### src/rtl/core_pkg.sv
// core_pkg: shared core constants (register file defaults, x0 index, major opcodes).
package core_pkg;
  localparam int unsigned XLEN   = 64;
  localparam int unsigned NREGS  = 32;
  localparam int unsigned REG_X0 = 0;
  typedef enum logic [6:0] {
    R_TYPE = 7'b0110011,
    LOAD   = 7'b0000011,
    STORE  = 7'b0100011,
    BRANCH = 7'b1100011
  } opcode_e;
endpackage

### src/rtl/regfile_scoreboard.sv
// regfile_scoreboard: per-register busy bits for in-flight writes, with issue/clear/flush priority and WAW stall.
module regfile_scoreboard
  import core_pkg::*;
#(
  parameter int unsigned NREGS  = core_pkg::NREGS,
  localparam int unsigned AW    = $clog2(NREGS),
  parameter bit          BYPASS = 1'b1
) (
  input  logic          clk,
  input  logic          rst_n,
  input  logic [AW-1:0] rs1,
  input  logic [AW-1:0] rs2,
  input  logic          issue_valid,
  input  logic [AW-1:0] issue_rd,
  input  logic          reg_write,
  input  logic [AW-1:0] rd,
  input  logic          flush,
  output logic          rs1_busy,
  output logic          rs2_busy,
  output logic          issue_stall
);
  logic [NREGS-1:0] r_busy;
  logic [NREGS-1:0] w_set;
  logic [NREGS-1:0] w_clr;
  logic             w_issue_nz;
  logic             w_accept;
  assign w_issue_nz  = issue_rd != AW'(REG_X0);
  // A producer committing to the same register this cycle resolves the WAW hazard.
  assign issue_stall = issue_valid && w_issue_nz && r_busy[issue_rd] && !(reg_write && rd == issue_rd);
  assign w_accept    = issue_valid && !issue_stall && w_issue_nz;
  assign w_set       = w_accept ? NREGS'(1) << issue_rd : '0;
  assign w_clr       = reg_write ? NREGS'(1) << rd : '0;
  assign rs1_busy    = r_busy[rs1] && !(BYPASS && reg_write && rd == rs1);
  assign rs2_busy    = r_busy[rs2] && !(BYPASS && reg_write && rd == rs2);
  // Set after clear so a new producer issued on the commit edge keeps the bit.
  always_ff @(posedge clk or negedge rst_n)
    if (!rst_n) r_busy <= '0;
    else        r_busy <= flush ? '0 : (r_busy & ~w_clr) | w_set;
endmodule

### src/rtl/regfile_sb.sv
// regfile_sb: 2-read/1-write register file with x0 hardwired to zero, writeback bypass
// and an in-flight-write scoreboard.
module regfile_sb
  import core_pkg::*;
#(
  parameter int unsigned XLEN   = core_pkg::XLEN,
  parameter int unsigned NREGS  = core_pkg::NREGS,
  localparam int unsigned AW    = $clog2(NREGS),
  parameter bit          BYPASS = 1'b1
) (
  input  logic            clk,
  input  logic            rst_n,
  input  logic [AW-1:0]   rs1,
  input  logic [AW-1:0]   rs2,
  output logic [XLEN-1:0] read_data1,
  output logic [XLEN-1:0] read_data2,
  output logic            rs1_busy,
  output logic            rs2_busy,
  input  logic            issue_valid,
  input  logic [AW-1:0]   issue_rd,
  output logic            issue_stall,
  input  logic            reg_write,
  input  logic [AW-1:0]   rd,
  input  logic [XLEN-1:0] write_data,
  input  logic            flush
);
  logic [XLEN-1:0] r_regs [NREGS];
  logic            w_we;
  assign w_we = reg_write && rd != AW'(REG_X0);
  always_ff @(posedge clk or negedge rst_n)
    if (!rst_n) for (int i = 0; i < NREGS; i++) r_regs[i] <= '0;
    else if (w_we) r_regs[rd] <= write_data;
  assign read_data1 = (rs1 == AW'(REG_X0)) ? '0 :
                      (BYPASS && w_we && rd == rs1) ? write_data : r_regs[rs1];
  assign read_data2 = (rs2 == AW'(REG_X0)) ? '0 :
                      (BYPASS && w_we && rd == rs2) ? write_data : r_regs[rs2];
  regfile_scoreboard #(.NREGS(NREGS), .BYPASS(BYPASS)) u_sb (
    .clk         (clk),
    .rst_n       (rst_n),
    .rs1         (rs1),
    .rs2         (rs2),
    .issue_valid (issue_valid),
    .issue_rd    (issue_rd),
    .reg_write   (reg_write),
    .rd          (rd),
    .flush       (flush),
    .rs1_busy    (rs1_busy),
    .rs2_busy    (rs2_busy),
    .issue_stall (issue_stall)
  );
endmodule
### config.mk
export PLATFORM = sky130hd
export DESIGN_NAME = regfile_sb
export DESIGN_NICKNAME = d
export VERILOG_FILES = /design/src/rtl/core_pkg.sv /design/src/rtl/regfile_scoreboard.sv /design/src/rtl/regfile_sb.sv
export SDC_FILE = /design/constraint.sdc
export NUM_CORES = 2
export LEC_CHECK = 0
export CAP_MARGIN = 20
export CORE_ASPECT_RATIO = 1.1
export CORE_UTILIZATION = 53
export DETAILED_ROUTE_END_ITERATION = 12
export DONT_BUFFER_PORTS = 1
export GPL_TIMING_DRIVEN = 0
export PLACE_DENSITY = 0.68
export SYNTH_ARGS = -nofsm -noshare
export SYNTH_HDL_FRONTEND = slang
export SYNTH_SLANG_ARGS = --single-unit
### constraint.sdc
create_clock -name clk -period 3.4 [get_ports clk]
set_clock_uncertainty 0.1 [all_clocks]
set_input_delay 0.34 -clock clk [delete_from_list [all_inputs] [get_ports clk]]
set_output_delay 0.34 -clock clk [all_outputs]
set_load 0.02 [all_outputs]
; ---- Yosys cells after proc, flatten, opt, wreduce, memory -nomap -nowiden
; Index checks and enable logic that the tools add are counted.
[op_classes]
add_sub_neg = 0
mul = 0
div = 0
magnitude_cmp = 7
eq_ne = 3
shift = 2
mux = 22
bitwise_logic = 6
n_reduce_logical = 22
[ops]
columns = op, count
row1 = bitwise mux 2048 bit, 1
row2 = binary-select mux 64 bit (select 5 bit), 2
row3 = 2-to-1 mux 64 bit, 9
row4 = demux 64 bit (select 5 bit), 1
row5 = 2-to-1 mux 32 bit, 3
row6 = "<< shifter 1 x 5 -> 32 bit, first input constant", 2
row7 = bitwise AND 32 bit, 1
row8 = inverter 32 bit, 1
row9 = OR 32 bit, 1
row10 = "greater-or-equal comparator 6 bit, second input constant", 3
row11 = "less-than comparator 5 x 6 -> 1 bit, second input constant", 3
row12 = inverter 5 -> 6 bit, 3
row13 = binary-select mux 1 bit (select 5 bit), 3
row14 = equality test 5 bit, 3
row15 = logical AND 1 bit, 14
row16 = logical NOT 5 bit, 2
row17 = nonzero test 5 bit, 2
row18 = "less-than comparator 6 x 1 -> 1 bit, second input constant", 1
row19 = logical NOT 1 bit, 4
row20 = 2-to-1 mux 1 bit, 3
[totals]
reg_bits = 2080
latch_bits = 0
ram_bits = 0
rom_bits = 0
input_bits = 89
word_cells = 95
n_memories = 0

; ---- Longest topological paths before layout
[depth]
ltp_word = 10
depth_mapped = 9
mapped_depth_nobuf = 5

; ---- Cells and area by module
; Synthesis repeated with hierarchy kept, for this count alone.
[hier_totals]
cells_unflattened = 7721
area_unflattened_um2 = 112158.8
[modules_own_cells]
columns = module, n_inst, cells_each, area_each_um2, seq_area_each_um2
row1 = regfile_sb, 1, 7437, 109211.0, 51249.2
row2 = regfile_scoreboard, 1, 284, 2947.8, 800.8

; ---- Least setup slack after synthesis
; No wires, ideal clock.
[synth_path]
kind = input port to output port
start = input port rs2[0]
end = output port read_data2[54]
arrival_ns = 2.436
required_time_ns = 2.960
setup_slack_ns = 0.524
stages = 7
n_path_buf = 3
path_cell_list = buf_2 > clkbuf_1 > buf_2 > mux4_2 > mux4_2 > a22oi_1 > o21ai_0
[synth_via]
elab_chain_len = 6
elab_cells_between_ends = 9
[synth_rtl]
columns = element, line
row1 = "start, declared", regfile_sb.sv:14  ; input logic [AW-1:0] rs2,
row2 = inverter 5 -> 6 bit (not written as such), regfile_sb.sv:36  ; (BYPASS && w_we && rd == rs2) ? write_data : r_regs[rs2];
row3 = binary-select mux 64 bit (select 5 bit), regfile_sb.sv:36
row4 = 2-to-1 mux 64 bit (not written as such) (2 in series), regfile_sb.sv:36
row5 = 2-to-1 mux 64 bit, regfile_sb.sv:36
row6 = 2-to-1 mux 64 bit (*), regfile_sb.sv:35  ; assign read_data2 = (rs2 == AW'(REG_X0)) ? '0 :
row7 = "end, declared", regfile_sb.sv:16  ; output logic [XLEN-1:0] read_data2,
; Mark *: on every way between the ends. The rest lies on a longest branch, timed or not. The select of a mux whose other input is x is not followed.

; ---- Worst setup path in the final report
[layout_path]
start = input port rs1[1]
end = output port read_data1[36]
[layout_via]
elab_chain_len = 6
elab_cells_between_ends = 9
[layout_rtl]
columns = element, line
row1 = "start, declared", regfile_sb.sv:13  ; input logic [AW-1:0] rs1,
row2 = inverter 5 -> 6 bit (not written as such), regfile_sb.sv:34  ; (BYPASS && w_we && rd == rs1) ? write_data : r_regs[rs1];
row3 = binary-select mux 64 bit (select 5 bit), regfile_sb.sv:34
row4 = 2-to-1 mux 64 bit (not written as such) (2 in series), regfile_sb.sv:34
row5 = 2-to-1 mux 64 bit, regfile_sb.sv:34
row6 = 2-to-1 mux 64 bit (*), regfile_sb.sv:33  ; assign read_data1 = (rs1 == AW'(REG_X0)) ? '0 :
row7 = "end, declared", regfile_sb.sv:15  ; output logic [XLEN-1:0] read_data1,
; Marks and branches as above.

==> metrics.md <==
| Metric | Value |
|---|---|
| Vias per cell | `between 7 and 8` |
| Full die area | `0.211 mm²` |
| Most numerous cell in the Yosys netlist | `dfrtp_1` |
| Final hold slack | `0.0468 ns` |
| Total Power | `75.6 mW` |
| Violated checks | `negative setup slack` |
| Vias in the first global route | `78500` |
| Critical path's slowest cell | `mux2i_1` |
| Synth cell count leaders | `2080 x dfrtp_1, 2007 x mux2_2, 1262 x mux4_2` |
| Largest family of logic cells by synthesized area | `multiplexers` |
| Synth Area in Simple Gates | `0.0146` |
| Startpoint Class | `input port` |
| Synth Area in Adders | `0` |
| Sequential Area | `0.0521 mm²` |
| CTS root buf | `clkbuf_16` |
| Iteration-0 DRC Markers | `approximately 12000` |
| Core ar. | `0.207 mm²` |
| Final GP Congestion | `1.01` |
| # setup viols final | `98` |
| Syn Nets | `6997` |
| Global-route wire length before repair | `675000 µm` |
| Met2 usage | `0.651` |
| Max incr delay on CP | `~0.38 ns` |
| Routing usage on met3 | `0.247` |
| Drt pass-1 iters | `6` |
| Synth Cell Area | `roughly 0.11 mm²` |
| Drt wl/cell | `48.5 µm` |
| Maxcap violations | `0` |
| Final Util | `0.614` |
| Area of the multi-input gates | `0.0557 mm²` |
| Largest net degree at the start of global routing | `278` |
| Worst path cell trace | `buf_2 -> buf_6 -> buf_8 -> buf_4 -> buf_8 -> buf_8 -> mux2i_1 -> nand2_1 -> o21ai_0 -> o221ai_4` |
| Seq/Total Area, Yosys | `0.469` |
| Post-Synthesis Cells | `6908` |
| Slew @ Worst Pin | `1.38 ns` |
| TritonCTS Buffers | `between 200 and 250` |
| RSZ-0062 raised after global routing | `true` |
| Row count | `between 150 and 200` |
| Clock sink total | `2080` |
| Final antenna-violating net count | `0` |
| Leakage | `roughly 54 nW` |
| Placed Cells | `around 10000` |
| H-tree levels | `4` |
| Initial Utilization | `0.535` |
| Share of cells above drive strength 1 | `0.566` |
| Compound-Gate Fraction of Synth Area | `0.0163` |
| Area share of the largest cell type after synthesis | `0.469` |
| Gr ovfl total | `0` |
| P&R area growth vs syn | `14.8%` |
| GR Util All Layers | `0.481` |
| Hold Crit Class | `in -> reg` |
| Yosys cell types | `48` |
| Synth top area cells | `dfrtp_1 47%, mux4_2 26%, mux2_2 20%, clkbuf_1 2.0%, buf_2 0.89%` |
| Crit path DAT | `3.11 ns` |
| TritonCTS clock tree | `yes` |
| PortBufs | `0` |
| Avg Synthesized Cell Area | `roughly 16 µm²` |
| Max Fclk | `281 MHz` |
| Fillers | `15300` |
| Layer with the highest usage | `met2` |
| Area leader, netlist | `dfrtp_1` |
| Fin. max-slew vios | `0` |
| Primary FF master, synth | `dfrtp_1` |
| Required time of the critical path | `2.96 ns` |
| Setup CP Type | `in -> out` |
| Hold Fails Final Rpt | `0` |
| Number of synthesized flops with an enable pin | `0` |
| Mux contribution to synthesized area | `0.467` |
| Worst slack at placement | `-2.33 ns` |
| XOR/XNOR Fraction of Synth Area | `0.00111` |
| Buf/Inv on CP | `6` |
| Post-layout min period | `3.55 ns` |
| Post-DP HPWL | `around 340000 µm` |
| Period utilisation layout | `1.05` |
| Relative slew slack | `0.0807` |
| Via count | `approximately 80000` |
| Ys async rst share | `1.00` |
| Clock tree buffer depth | `3` |
| Residual DRC | `0` |
| Non-filler cells, final | `10400` |
| GR Util met1 | `0.557` |
| Status | `finished, violations left` |
| Die Span Y | `482 µm` |
| Most frequent CP cell | `buf_8` |
| Syn. warnings | `0` |
| P per Cell Area | `594 mW/mm²` |
| Worst setup margin | `-0.154 ns` |
| Peak VDD IR | `0.533 mV` |
| Die width | `438 µm` |
| Clk slew on worst S/H paths | `0.06 ns` |
| Yosys reg bits | `2080` |
| Top delay family on crit path | `buffers and inverters` |
| Initial antenna violation count | `46` |
| Crit Path Max Fanout | `11` |
| CP Capture Type | `output port` |
| Routed wire length | `503000 µm` |
| I/O pins | `220` |
| Layout Nets | `approximately 7500` |
| Clock latency on the worst-skew pair | `0.93 ns` |
-- metrics by stage --
stage	setup TNS [ns]	cell area (µm²)
after floorplan	0	111000
after global placement	-1147.90	114000
after detailed placement	-333.40	117000
after CTS	0	127000
after global routing	-0.0254	127000
final	-5.57	127000
-- area by class of cell --
type | instances | area share
inverter | 3 | 0.000128
antenna | 86 | 0.00169
multi-input combinational | 3990 | 0.438
clock inverter | 70 | 0.00645
timing repair buffer | 234 | 0.0277
sequential | 2080 | 0.409
clock buffer | 332 | 0.0513
tap | 2743 | 0.0270
buffer | 834 | 0.0387
-- metal layers --
layer | wire length (µm) | vias to the layer above | part of all wire
li1 | - | 28000 | -
met1 | 164000 | 42200 | 0.33
met2 | 206000 | 7463 | 0.41
met3 | 77700 | 2405 | 0.15
met4 | 54700 | 33 | 0.11
met5 | 791 | - | 0.0016
-- state kept, by name, indices dropped and copies added, names as in the netlist --
register	flops
r_regs	2048
u_sb.r_busy	32
-- power by group --
group / switching [mW] / internal [mW]
registers: 3.50 / 29.4
logic: 8.02 / 9.60
clock network: 10.9 / 14.2
-- cell families (layout without fill, tap and decap cells) --
kind of cell | count (synthesis) | after routing
AND/OR/NAND/NOR | 360 | 360
multiplexers | 3348 | 3348
buffers and inverters | 838 | 1473
other | 0 | 86
AO/OA/AOI/OAI | 268 | 268
XOR/XNOR | 14 | 14
flip-flops | 2080 | 2080
-- worst register-to-register path: stages (launching register included) --
cell and delay [ns]:
dfrtp_2 0.46, mux4_2 0.48, nor2b_4 0.14, a2111oi_2 0.33, and4b_1 0.25, buf_6 0.16
o21ai_0 0.15, dlygate4sd3_1 0.55
-- repair_timing --
action                                 4_1_cts  5_1_grt
hold buffers                                77        0
setup endpoints to repair                  131      337
pin swaps                                    1        1
gates resized for setup                    477       95
buffers inserted                             6        0
gates cloned                                 0        2
endpoints found under the hold margin     2616        0
-- worst paths after layout --
path | startpoint | endpoint | slack [ns] | cells past startpoint
min in group asynchronous | rst_n | r_regs[390]$_DFFE_PN0P_ | 0.28 | 5
min reg2reg | r_regs[1985]$_DFFE_PN0P_ | r_regs[1985]$_DFFE_PN0P_ | 0.38 | 1
max reg2reg | u_sb.r_busy[0]$_DFF_PN0_ | u_sb.r_busy[20]$_DFF_PN0_ | 0.72 | 7
max in group asynchronous | rst_n | r_regs[43]$_DFFE_PN0P_ | 0.50 | 7
min | write_data[21] | r_regs[597]$_DFFE_PN0P_ | 0.05 | 2
max | rs1[1] | read_data1[36] | -0.15 | 10
-- cells in the final DEF (no fill, tap or decap), types with 7 or more instances in the layout --
cell type / n
a211oi_1: 14
a21oi_1: 11
a21oi_2: 21
a22oi_1: 75
buf_1: 7
buf_12: 27
buf_16: 31
buf_2: 91
buf_4: 69
buf_6: 75
buf_8: 117
bufinv_16: 13
clkbuf_1: 477
clkbuf_16: 224
clkbuf_2: 72
clkbuf_4: 63
clkbuf_8: 71
clkinv_2: 39
clkinvlp_4: 7
dfrtp_1: 2079
diode_2: 86
dlygate4sd3_1: 73
mux2_2: 2007
mux2i_1: 73
mux4_2: 1262
nand2_1: 208
nand2_2: 17
nand2b_1: 9
nand3_1: 15
nand3_2: 7
nand3b_1: 19
nor2_1: 27
nor2b_1: 12
nor3_1: 8
o211ai_1: 32
o21ai_0: 60
o31ai_1: 17
o32ai_1: 9
xor2_1: 8
No activity file was read; power rests on OpenSTA's default activity.
